==> src/rtl/aes_pkg.sv <==
// Shared AES MixColumns definitions: GF(2^8) reduction constant, FSM state
// encodings, forward/inverse row coefficients and GF(2^8) helper functions.
package aes_pkg;

  localparam int unsigned BYTE_W = 8;
  localparam int unsigned COL_W  = 4 * BYTE_W;

  // Low byte of the reduction polynomial x^8 + x^4 + x^3 + x + 1 (0x11b).
  localparam logic [BYTE_W-1:0] RED_POLY = 8'h1b;

  typedef enum logic [1:0] {
    IDLE = 2'd0,
    RUN  = 2'd1,
    DONE = 2'd2
  } state_e;

  // Row-0 coefficients; coefficient k sits at [8k +: 8]. Row r uses the
  // coefficient at index (j - r) mod 4 for input row j.
  localparam logic [COL_W-1:0] FWD_COEF = {8'h01, 8'h01, 8'h03, 8'h02};
  localparam logic [COL_W-1:0] INV_COEF = {8'h09, 8'h0d, 8'h0b, 8'h0e};

  // Multiply by x in GF(2^8).
  function automatic logic [BYTE_W-1:0] xtime(input logic [BYTE_W-1:0] a);
    return {a[BYTE_W-2:0], 1'b0} ^ (a[BYTE_W-1] ? RED_POLY : 8'h00);
  endfunction

  // Shift-and-add GF(2^8) multiply; constant b prunes to a few XORs.
  function automatic logic [BYTE_W-1:0] gf_mul(input logic [BYTE_W-1:0] a,
                                               input logic [BYTE_W-1:0] b);
    logic [BYTE_W-1:0] p;
    logic [BYTE_W-1:0] x;
    p = '0;
    x = a;
    for (int i = 0; i < int'(BYTE_W); i++) begin
      if (b[i]) p = p ^ x;
      x = xtime(x);
    end
    return p;
  endfunction

endpackage

==> src/rtl/mix_columns_sched_if.sv <==
// Handshake bundle for mix_columns_sched.
//   in_valid/in_ready/state_in/inv : input block channel
//   out_valid/out_ready/state_out  : result channel
//   busy                           : block in flight (RUN or DONE)
interface mix_columns_sched_if #(
  parameter int unsigned WORD_SIZE  = 8,
  parameter int unsigned ARRAY_SIZE = 16
);
  localparam int unsigned STATE_W = WORD_SIZE * ARRAY_SIZE;

  logic               in_valid;
  logic               in_ready;
  logic [STATE_W-1:0] state_in;
  logic               inv;
  logic               out_valid;
  logic               out_ready;
  logic [STATE_W-1:0] state_out;
  logic               busy;

  modport master (
    output in_valid, state_in, inv, out_ready,
    input  in_ready, out_valid, state_out, busy
  );

  modport slave (
    input  in_valid, state_in, inv, out_ready,
    output in_ready, out_valid, state_out, busy
  );
endinterface

==> src/rtl/mix_single_column.sv <==
// Combinational (Inv)MixColumns of one 32-bit column.
//   col_i : input column, row r at [8r +: 8]
//   inv_i : 0 forward, 1 inverse
//   col_o : output column, same layout
module mix_single_column
  import aes_pkg::*;
(
  input  logic [COL_W-1:0] col_i,
  input  logic             inv_i,
  output logic [COL_W-1:0] col_o
);

  logic [COL_W-1:0] coef_c;

  // Circulant matrix product: each row rotates the row-0 coefficients.
  always_comb begin
    coef_c = inv_i ? INV_COEF : FWD_COEF;
    col_o  = '0;
    for (int r = 0; r < 4; r++) begin
      logic [BYTE_W-1:0] acc;
      acc = '0;
      for (int j = 0; j < 4; j++) begin
        acc = acc ^ gf_mul(col_i[BYTE_W*j +: BYTE_W],
                           coef_c[BYTE_W*((j + 4 - r) % 4) +: BYTE_W]);
      end
      col_o[BYTE_W*r +: BYTE_W] = acc;
    end
  end

endmodule

==> src/rtl/mix_columns_sched.sv <==
// Column-serial AES (Inv)MixColumns over a full state using one shared column
// unit; one column per cycle, result 4 edges after acceptance.
//   clk : clock, rising edge
//   rst : synchronous active-low reset
//   bus : slave side of mix_columns_sched_if (in/out handshakes, busy)
module mix_columns_sched
  import aes_pkg::*;
#(
  parameter int unsigned WORD_SIZE  = 8,
  parameter int unsigned ARRAY_SIZE = 16
) (
  input  logic                 clk,
  input  logic                 rst,
  mix_columns_sched_if.slave   bus
);

  localparam int unsigned STATE_W = WORD_SIZE * ARRAY_SIZE;

  state_e             state_q;
  logic [1:0]         col_q;
  logic [STATE_W-1:0] cap_q;
  logic               inv_q;
  logic [STATE_W-1:0] res_q;

  logic               in_ready_c;
  logic               accept_c;
  logic [COL_W-1:0]   col_in_c;
  logic [COL_W-1:0]   col_out_c;

  // Ready in IDLE, or in DONE when the result leaves on this same edge.
  assign in_ready_c = rst && ((state_q == IDLE) ||
                              ((state_q == DONE) && bus.out_ready));
  assign accept_c   = bus.in_valid && in_ready_c;

  assign bus.in_ready  = in_ready_c;
  assign bus.out_valid = (state_q == DONE);
  assign bus.busy      = (state_q != IDLE);
  assign bus.state_out = res_q;

  // Gather captured column col_q.
  always_comb begin
    col_in_c = '0;
    for (int r = 0; r < 4; r++) begin
      col_in_c[BYTE_W*r +: BYTE_W] = cap_q[COL_W*r + BYTE_W*int'(col_q) +: BYTE_W];
    end
  end

  mix_single_column u_col (
    .col_i (col_in_c),
    .inv_i (inv_q),
    .col_o (col_out_c)
  );

  // Scheduler FSM, capture registers and column write-back.
  always_ff @(posedge clk) begin
    if (!rst) begin
      state_q <= IDLE;
      col_q   <= '0;
      cap_q   <= '0;
      inv_q   <= 1'b0;
      res_q   <= '0;
    end else begin
      case (state_q)
        IDLE: begin
          if (accept_c) begin
            cap_q   <= bus.state_in;
            inv_q   <= bus.inv;
            col_q   <= '0;
            state_q <= RUN;
          end
        end
        RUN: begin
          for (int r = 0; r < 4; r++) begin
            res_q[COL_W*r + BYTE_W*int'(col_q) +: BYTE_W] <= col_out_c[BYTE_W*r +: BYTE_W];
          end
          col_q <= 2'(col_q + 2'd1);
          if (col_q == 2'd3) state_q <= DONE;
        end
        DONE: begin
          if (bus.out_ready) begin
            if (accept_c) begin
              cap_q   <= bus.state_in;
              inv_q   <= bus.inv;
              col_q   <= '0;
              state_q <= RUN;
            end else begin
              state_q <= IDLE;
            end
          end
        end
        default: state_q <= IDLE;
      endcase
    end
  end

endmodule
==> src/flat_wrapper.sv <==
// flat-port wrapper written by rule: the top's interface ports become plain ports
module mix_columns_sched_flat import aes_pkg::*;
#(
  parameter int unsigned WORD_SIZE  = 8,
  parameter int unsigned ARRAY_SIZE = 16
)
  (clk, rst, bus_in_valid, bus_state_in, bus_inv, bus_out_ready, bus_in_ready, bus_out_valid, bus_state_out, bus_busy);
  mix_columns_sched_if #(.WORD_SIZE(WORD_SIZE), .ARRAY_SIZE(ARRAY_SIZE)) bus_i ();
  input  logic clk;
  input  logic rst;
  input wire logic [$bits(bus_i.in_valid)-1:0] bus_in_valid;
  input wire logic [$bits(bus_i.state_in)-1:0] bus_state_in;
  input wire logic [$bits(bus_i.inv)-1:0] bus_inv;
  input wire logic [$bits(bus_i.out_ready)-1:0] bus_out_ready;
  output wire logic [$bits(bus_i.in_ready)-1:0] bus_in_ready;
  output wire logic [$bits(bus_i.out_valid)-1:0] bus_out_valid;
  output wire logic [$bits(bus_i.state_out)-1:0] bus_state_out;
  output wire logic [$bits(bus_i.busy)-1:0] bus_busy;
  assign bus_i.in_valid = bus_in_valid;
  assign bus_i.state_in = bus_state_in;
  assign bus_i.inv = bus_inv;
  assign bus_i.out_ready = bus_out_ready;
  assign bus_in_ready = bus_i.in_ready;
  assign bus_out_valid = bus_i.out_valid;
  assign bus_state_out = bus_i.state_out;
  assign bus_busy = bus_i.busy;
  mix_columns_sched #(.WORD_SIZE(WORD_SIZE), .ARRAY_SIZE(ARRAY_SIZE)) u_core (.clk(clk), .rst(rst), .bus(bus_i));
endmodule
==> config.mk <==
export PLATFORM = sky130hd
export DESIGN_NAME = mix_columns_sched_flat
export DESIGN_NICKNAME = d
export VERILOG_FILES = /design/src/rtl/aes_pkg.sv /design/src/rtl/mix_columns_sched_if.sv /design/src/rtl/mix_single_column.sv /design/src/rtl/mix_columns_sched.sv /design/src/flat_wrapper.sv
export SDC_FILE = /design/constraint.sdc
export NUM_CORES = 1
export LEC_CHECK = 0
export CAP_MARGIN = 20
export CORE_MARGIN = 10
export CORE_UTILIZATION = 53
export CTS_BUF_LIST = sky130_fd_sc_hd__clkbuf_4
export CTS_CLUSTER_DIAMETER = 60
export DETAILED_ROUTE_END_ITERATION = 7
export PLACE_DENSITY = 0.82
export SKIP_LAST_GASP = 1
export SLEW_MARGIN = 20
export SYNTH_ARGS = -nofsm -noshare
export SYNTH_HDL_FRONTEND = slang
export SYNTH_HIERARCHICAL = 1
export SYNTH_SLANG_ARGS = --single-unit
==> constraint.sdc <==
create_clock -name clk -period 4.1 [get_ports clk]
set_input_delay 0.41 -clock clk [delete_from_list [all_inputs] [get_ports clk]]
set_output_delay 0.41 -clock clk [all_outputs]
set_load 0.05 [all_outputs]
==> results.yml <==
clock_network:
  clock-root-buffer: "clkbuf_4"
  cts_buffers: 68
  cts_tree: "built"
  clock_sinks: 261
  clock_tree.buffer_depth: 3
  path_clk_slew_ps: 70
  htreeDepth: 3
  clock_latency_ps: 690
synthesis:
  ys_async_sr_fraction_pct: 0
  yosysTopAreaCell: "dfxtp_1"
  syn-mean-instance-area_um2: 9.83
  yosysMostFrequentCell: "dfxtp_1"
  synth_nets: 1439
  ys_ff_latch: 261
  netlist_area_mm2: 0.0128
  netlist_instances: 1298
  synth_ff_type: "dfxtp_1"
  synth_area_leaders: "dfxtp_1 41%, mux2i_1 12%, xnor2_1 9.7%"
  synth_common_cells: "261 x dfxtp_1, 156 x nand2_1, 147 x mux2i_1, 142 x xnor2_1, 133 x inv_1"
  synth_edf_count: 0
  seq_area_frac_synth_pct: 41.0
  ys_types: 47
  synth_top_area_share_pct: 41.0
  ys_warn_count: 6
pwr:
  p_switching_uw: 2770
  clock_power_share_pct: 27.4
  p_total_uw: 7720
  p_sw_share_pct: 35.9
  p_leak_uw: 0.00719
  power.share.combinational_pct: 36.6
  peakVddDrop_v: 0.000205
  seq_power_share_pct: 36.0
  internal_power_uw: 4950
  cellPowerDensity_mw_per_mm2: 470
worst_setup_path:
  rrSetupSlack_ps: 210
  slowest_delay_ps: 740
  worstSetupEndpointType: "register"
  critPathKind: "reg -> reg"
  path_delay_family: "XOR/XNOR gates"
  required_ps: 4710
  path_buf_inv: 1
  critPathSlowestCell: "mux4_2"
  worst_ep_arrival_time_ps: 4500
  cp.depth: 10
  reg2reg_depth: 10
  cp_max_fo: 24
  crit_top_cell: "xnor2_1"
  crit_chain: "buf_12 -> mux4_2 -> xnor2_1 -> xnor2_1 -> xnor3_1 -> nand2_1 -> xor2_1 -> xnor2_1 -> a32oi_1 -> a21oi_1"
  worstSetupStartpointType: "register"
die:
  die_w_um: 175
  start_util_pct: 54.0
  die_h_um: 175
  dieArea_mm2: 0.0307
  rows: 56
  ios: 264
  design.core.area_mm2: 0.0236
route:
  ant_nets: 0
  initialDrtViolationCount: 1014
  avgRoutedWirePerCell_um: 19.5
  vias_per_cell: 5.44
  drcViolationCount: 0
  routed_wl_mm: 37.4
  detail_route.first_pass.iterations: 5
  dr_total_vias: 10400
global_routing:
  antenna_found_initial: 4
  global_route.overflow_total: 0
  grt_usage_pct: 23.5
  grt_pass1_vias: 10600
  grt_max_degree: 130
  grt_pass1_wl_mm: 58.6
sta:
  drv_slew: 0
  finalCriticalPeriod_ps: 3890
  rsz0062_at_grt: "false"
  tns_ps: 0
  slew_headroom_pct: 26.9
  hold_viol_final: 0
  setup_violations: 0
  max_clock_freq_mhz: 257
  fin_skew_ps: 46.6
  worst_pin_slew_ps: 1100
  min_period_over_period_pct: 94.8
worst_hold_path:
  hold_path.class: "in -> reg"
  min_delay_path_depth: 2
job:
  drv_cap: 0
status:
  status: "complete, no violations"
place:
  place.port_buffers: 263
  gp_congestion: 0.930
  dp_hpwl_mm: 27.8
cells_and_area:
  finish.utilization_pct: 69.6
  synthToLayoutAreaGrowth_pct: 28.8
  drive_above_1_share_pct: 11.3
  nets: 1704
  n_fill_cell: 1789
metrics by stage:
| stage | std cells | instance area [um^2] | worst slack [ps] | hold WS [ps] |
|---|---|---|---|---|
| 2_1_floorplan | 1298 | 12800 | 467 | 435 |
| 3_3_place_gp | 1812 | 15600 | 367 | 441 |
| 6_report | 1920 | 16400 | 212 | 112 |
| 3_5_place_dp | 1812 | 15600 | 292 | 446 |
| 5_1_grt | 1919 | 16400 | 7.28 | 99.0 |
| 4_1_cts | 1918 | 16400 | 221 | 73.7 |
cells by family (layout without fill, tap and decap cells):
| group | Yosys count | count (layout) | share of synthesized area, % |
|---|---|---|---|
| fa+ha+maj | 8 | 8 | 0.785 |
| mux | 180 | 180 | 17.3 |
| buf+inv | 230 | 531 | 7.29 |
| compound gates | 198 | 198 | 11.1 |
| xor+xnor | 197 | 197 | 14.9 |
| flops | 261 | 261 | 41.0 |
| simple gates | 224 | 224 | 7.63 |
| other cells | 0 | 2 | 0 |
flip-flops by register name, indices dropped and copies added (netlist names):
| name | flops |
|---|---|
| u_core/bus.state_out | 128 |
| u_core/cap_q | 128 |
| u_core/col_q | 2 |
| u_core/inv_q | 1 |
| u_core/state_q | 2 |
worst reg2reg max path, cell delays in order (launching register included):
cell     delay, ps
dfxtp_2        460
buf_12         260
mux4_2         750
xnor2_1        430
xnor2_1        280
xnor3_1        290
nand2_1         90
xor2_1         120
xnor2_1        720
a32oi_1        230
a21oi_1        180
layout by cell type (no fill, tap or decap), types with 14 or more instances in the layout:
cell type / Yosys / layout
xor2_1: 39 / 39
a21oi_1: 36 / 34
nor2_1: 20 / 19
inv_1: 133 / 133
xnor2_1: 142 / 140
a22o_1: 48 / 48
dfxtp_1: 261 / 259
clkdlybuf4s50_1: 0 / 262
buf_4: 5 / 27
nand2_1: 156 / 156
nand3_1: 21 / 21
o21ai_0: 49 / 49
o2bb2ai_1: 14 / 14
clkbuf_4: 0 / 92
mux2i_1: 147 / 147
mux4_2: 32 / 32
a32oi_1: 47 / 47
cell type report:
| class | instances | area [um^2] | area share, % |
|---|---|---|---|
| multi-input combinational | 807 | 6650 | 40.4 |
| sequential | 261 | 5230 | 31.8 |
| timing repair buffer | 292 | 2880 | 17.5 |
| clock buffer | 92 | 691 | 4.20 |
| inverter | 133 | 499 | 3.04 |
| tap | 319 | 399 | 2.43 |
| clock inverter | 14 | 92.6 | 0.563 |
| antenna | 2 | 5.00 | 0.0305 |
worst paths after layout:
kind,start,end
min,rst,u_core/state_q[0]
min reg2reg,u_core/cap_q[20],u_core/cap_q[20]
max reg2reg,u_core/col_q[0],u_core/bus.state_out[78]
max,u_core/col_q[0],u_core/bus.state_out[78]
metal layers:
metal  wire (um)  up-vias  track usage [%]
met3        3460       63             7.03
met2       17200      534             37.5
met4         873        2             7.95
li1            -     4957                -
met1       15900     4892             29.8
met5          13        -                0
power by group through the flow:
stage | Clock [uW] | Sequential [uW] | Combinational (uW)
after floorplan | 0 | 2940 | 1800
after global placement | 0 | 2830 | 2730
after detailed placement | 0 | 2830 | 2770
after CTS | 2170 | 2780 | 2780
after global routing | 2300 | 2790 | 2990
final | 2120 | 2780 | 2820
timing repair:
item / 4_1_cts / 5_1_grt
hold buffers: 0 / 0
endpoints found under the setup margin: 0 / 2
setup buffers: 0 / 0
gates resized for setup: 0 / 2
No activity file was read; power rests on OpenSTA's default activity.
